### config.mk
export PLATFORM = sky130hd
export DESIGN_NAME = mx2_merge
export DESIGN_NICKNAME = d
export VERILOG_FILES = /design/src/rtl/mx2_merge.sv
export SDC_FILE = /design/constraint.sdc
export NUM_CORES = 1
export LEC_CHECK = 0
export BUFFER_PORTS_ARGS = -buffer_cell sky130_fd_sc_hd__buf_2
export CAP_MARGIN = 25
export CORE_MARGIN = 5
export CORE_UTILIZATION = 45
export CTS_CLUSTER_DIAMETER = 150
export DETAILED_ROUTE_END_ITERATION = 8
export PLACE_DENSITY = 0.72
export SKIP_LAST_GASP = 1
export SYNTH_ARGS = -nofsm -noshare
export SYNTH_HDL_FRONTEND = slang
export SYNTH_SLANG_ARGS = --single-unit
### constraint.sdc
create_clock -name CLK -period 3.6 [get_ports CLK]
set_input_delay 0.36 -clock CLK [delete_from_list [all_inputs] [get_ports CLK]]
set_output_delay 0.36 -clock CLK [all_outputs]
set_load 0.03 [all_outputs]
### src/rtl/mx2_merge.sv
// Two-input Send/Ack packet merge/join stage: round-robin merge or ordered A-then-B join
// of two 4-phase input channels into one 4-phase output channel.
module mx2_merge #(
  parameter int W = 16
) (
  input  logic         CLK,
  input  logic         MR_n,
  input  logic         Send_a,
  input  logic [W-1:0] Data_a,
  output logic         Ack_a,
  input  logic         Send_b,
  input  logic [W-1:0] Data_b,
  output logic         Ack_b,
  input  logic         JNB,
  output logic         Send_out,
  output logic [W-1:0] Data_out,
  output logic         SEL_out,
  input  logic         Ack_in,
  output logic [1:0]   dbg_state
);

  // Handshakes are 4-phase: a sender raises Send with stable Data and holds it until Ack
  // rises, then drops Send; Ack falls after Send is seen low. The output side mirrors this
  // with Send_out/Ack_in, and Data_out/SEL_out stay stable while Send_out is high.

  typedef enum logic [1:0] {
    IDLE = 2'd0,
    SEND = 2'd1,
    RTZ  = 2'd2
  } state_t;

  state_t       state;
  logic [W-1:0] buf_a, buf_b;
  logic         full_a, full_b;
  logic         last_b;
  logic         join_ph;
  logic         clr_a, clr_b;
  logic         pick_valid, pick_b, pick_join;

  assign dbg_state = state;

  // The served buffer is released only when the output handshake returns to zero.
  assign clr_a = (state == RTZ) && !Ack_in && !SEL_out;
  assign clr_b = (state == RTZ) && !Ack_in &&  SEL_out;

  always_ff @(posedge CLK or negedge MR_n) begin
    if (!MR_n) begin
      Ack_a  <= 1'b0;
      full_a <= 1'b0;
      buf_a  <= '0;
    end else begin
      if (Send_a && !Ack_a && !full_a) begin
        buf_a  <= Data_a;
        full_a <= 1'b1;
        Ack_a  <= 1'b1;
      end else begin
        if (Ack_a && !Send_a) Ack_a <= 1'b0;
        if (clr_a) full_a <= 1'b0;
      end
    end
  end

  always_ff @(posedge CLK or negedge MR_n) begin
    if (!MR_n) begin
      Ack_b  <= 1'b0;
      full_b <= 1'b0;
      buf_b  <= '0;
    end else begin
      if (Send_b && !Ack_b && !full_b) begin
        buf_b  <= Data_b;
        full_b <= 1'b1;
        Ack_b  <= 1'b1;
      end else begin
        if (Ack_b && !Send_b) Ack_b <= 1'b0;
        if (clr_b) full_b <= 1'b0;
      end
    end
  end

  // A started join pair always finishes with B, whatever JNB does in between.
  always_comb begin
    pick_valid = 1'b0;
    pick_b     = 1'b0;
    pick_join  = 1'b0;
    if (join_ph) begin
      pick_valid = full_b;
      pick_b     = 1'b1;
    end else if (JNB) begin
      pick_valid = full_a && full_b;
      pick_join  = 1'b1;
    end else if (full_a && full_b) begin
      pick_valid = 1'b1;
      pick_b     = !last_b;
    end else if (full_a) begin
      pick_valid = 1'b1;
    end else if (full_b) begin
      pick_valid = 1'b1;
      pick_b     = 1'b1;
    end
  end

  always_ff @(posedge CLK or negedge MR_n) begin
    if (!MR_n) begin
      state    <= IDLE;
      Send_out <= 1'b0;
      Data_out <= '0;
      SEL_out  <= 1'b0;
      last_b   <= 1'b1;
      join_ph  <= 1'b0;
    end else begin
      case (state)
        IDLE: begin
          if (pick_valid) begin
            Send_out <= 1'b1;
            Data_out <= pick_b ? buf_b : buf_a;
            SEL_out  <= pick_b;
            state    <= SEND;
            if (join_ph)        join_ph <= 1'b0;
            else if (pick_join) join_ph <= 1'b1;
            else                last_b  <= pick_b;
          end
        end
        SEND: begin
          if (Ack_in) begin
            Send_out <= 1'b0;
            state    <= RTZ;
          end
        end
        RTZ: begin
          if (!Ack_in) state <= IDLE;
        end
        default: state <= IDLE;
      endcase
    end
  end

endmodule

==> impl_metrics.csv <==
group,metric,value,unit
cells_and_area,layout.cells.most_common_list,"buf_2, dfrtp_1, mux2_2",
routing,postRouteWirelength,4700,um
routing,antenna_left,0,
timing,setup_viol_count_final,0,
pwr,netSwitchingPower,0.00109,W
pwr,power.share.sequential,38.4,%
place,place_hpwl,3290,um
cts,cts.reportedPaths.clkPinSlew,60,ps
die,floorplan.core_area,5510,sq um
place,placement.setup.worst_slack,1500,ps
cts,cts.sink_count,58,
pwr,combPwrFrac,43.6,%
yosys,synth.cell_area,2540,sq um
die,ports,60,
critical_path,worst_setup_path_start_kind,"flip-flop",
timing,worst_slew_margin_relative_to_its_limit,37.4,%
cells_and_area,insertedDiodeCount,0,
cts,cts_tree,"done",
cells_and_area,fillers,472,
cells_and_area,layout.cells.most_common,"buf_2",
yosys,share_of_flip_flops_with_an_asynchronous_set_or_reset,100,%
die,die_width,85.1,um
global_routing,globalRoute.totalOverflow,0,
cts,clock_latency,330,ps
yosys,synthesis.instances,158,
die,initial_util,46.1,%
yosys,synth_cell_types,25,
cts,cts_max_path_buffers,2,
global_routing,initial_antenna_violation_count,0,
cells_and_area,layout_cell_area_excl_fill,3090,sq um
pwr,clock_power_share,18.0,%
routing,routed_vias,1496,
die,design.die.area,7240,sq um
place,io_buffers,59,
critical_path,criticalPathCategory,"flip-flop to flip-flop",
critical_path,cp_max_fo,17,
routing,first_iter_violations,44,
yosys,syn_area_cell,16.1,sq um
routing,route.detailed.drc,0,
yosys,synth-seq-cells,58,
timing,final.setup.tns,0,ps
cells_and_area,layout-area-overhead-vs-synth,21.8,%
routing,average_routed_wire_per_standard_cell,15.5,um
routing,route.detailed.vias_per_inst,4.94,
outcome,run_status,"finished, final reports clean",
cts,clock_tree.root_cell,"clkbuf_8",
timing,timing.final.max_slew_violations,0,
cts,post_cts_buffers,0,
yosys,seq_area_frac_synth,57.2,%
die,die_h,85.1,um
pwr,areal_power_density_over_the_cells,1010,nW/um^2
yosys,synth_edf_count,0,
timing,worst_clock_skew,3.01,ps
pwr,power_switching_share,34.7,%
cells_and_area,drive_above_1_share,61.0,%
timing,final.min_clock_period,2090,ps
yosys,yosysWarningCount,0,
cts,hold_buffers,0,
timing,finalHoldWorstSlack,7.14,ps
pwr,internal-power,0.00204,W
pwr,total_power_of_the_final_layout,0.00313,W
job,cap_viol_max_count,0,
critical_path,cp_data_arrival_time,2300,ps
timing,tightestPinTransition,938,ps
global_routing,first_pass_grt_wire_length,8110,um
global_routing,track_usage,14.7,%
die,fp-row-count,27,
cts,cts-htree-levels,3,
critical_path,worst_ep_required_time,3810,ps
critical_path,setup.worst_path.end_class,"flip-flop",
place,placed_area,2890,sq um
cts,post_cts_resized,0,
cts,cts_buffers,9,
critical_path,critical_path.cell_chain,"nand2_2, a31oi_4, mux2_2, mux2_1",
timing,final.period_utilization,58.0,%
yosys,mapped_nets,196,
cells_and_area,net_count_reported_at_finish,264,
hold_path,worstHoldPathType,"primary input to async pin",
critical_path,critical_path.max_stage_delay,660,ps
yosys,ys.flop_type,"dfrtp_1",
cells_and_area,area_taken_by_flip_flops_and_latches,1450,sq um
critical_path,critical_path.slowest_cell,"a31oi_4",
global_routing,largest_net_degree_at_the_start_of_global_routing,43,
timing,rsz0062_at_grt,"no",
routing,first_pass_iters,4,
pwr,p_leak,1.46,nW
place,gp_congestion,0.731,
cells_and_area,combined_area_of_the_multi_input_logic_cells,1010,sq um
global_routing,first_global_vias,1622,
timing,fmax,479,MHz
timing,setup_slack,1510,ps
timing,hold_viol,0,
pwr,vdd_ir_drop_max,384,uV
## synthesized netlist by cell type (2+ instances only)
master | instances | area share [%]
dfrtp_1 | 57 | 56
mux2_2 | 39 | 17
mux2_4 | 18 | 11
mux2_1 | 7 | 3.1
inv_1 | 5 | 0.74
nand2b_1 | 5 | 1.2
a21boi_0 | 3 | 0.89
buf_4 | 3 | 0.89
buf_6 | 2 | 0.89
mux2i_1 | 2 | 0.79
o21bai_1 | 2 | 0.59
o31ai_1 | 2 | 0.59
## cells by family after synthesis
kind of cell | share of synthesized area, %
mux | 31.9
flops | 57.2
simple gates | 3.65
buf+inv | 3.30
compound gates | 3.94
## metal layers
metal / track usage, % / share of wire [%] / vias up / routed length (um)
li1: - / - / 694 / -
met1: 18.1 / 42 / 765 / 1990
met2: 23.3 / 50 / 30 / 2370
met3: 6.21 / 5.9 / 7 / 276
met4: 5.18 / 1.3 / 0 / 61
met5: 0 / 0 / - / 0
## per-stage QoR
step	cells	util, %
3_3_place_gp	286	52.4
3_5_place_dp	286	52.4
5_1_grt	303	56.1
6_report	303	56.1
4_1_cts	302	55.8
2_1_floorplan	158	-
## power by group through the flow
stage	Clock (W)	Combinational, W	Sequential (W)
floorplan	0	0.000931	0.00139
global placement	0	0.00135	0.00121
detailed placement	0	0.00139	0.00121
CTS	0.000581	0.00139	0.00120
global route	0.000615	0.00148	0.00125
finish	0.000562	0.00137	0.00120
## final cells by class
class	count	share of cell area, %
repair buffers	63	10.9
multi-input cells	89	32.6
flip-flops and latches	58	47.0
clock inverters	6	1.86
clock buffers	10	4.13
well taps	72	2.91
inverters	5	0.607
## sequential cells by signal (all words and copies together) (netlist names), 2 cells and up
name and count:
Data_out 16, buf_a 16, buf_b 16, dbg_state 2
## critical path: cells and delay by family, from the launching register on
kind / cells / cell delay, ps
AND/OR/NAND/NOR: 1 / 70
AO/OA/AOI/OAI: 1 / 660
flip-flops: 1 / 550
multiplexers: 2 / 690
## worst paths after layout
path | start | end | slack, ps | cells past startpoint
worst max-delay path | last_b | Data_out[2] | 1510 | 4
worst min-delay path | MR_n | Data_out[1] | 7 | 2
worst max register to register | last_b | Data_out[2] | 1510 | 4
worst min register to register | Send_out | Send_out | 470 | 1
max in group asynchronous | MR_n | last_b | 3330 | 2
min in group CLK | Data_b[15] | buf_b[15] | 250 | 2
Power figures use the tool's default switching activity.
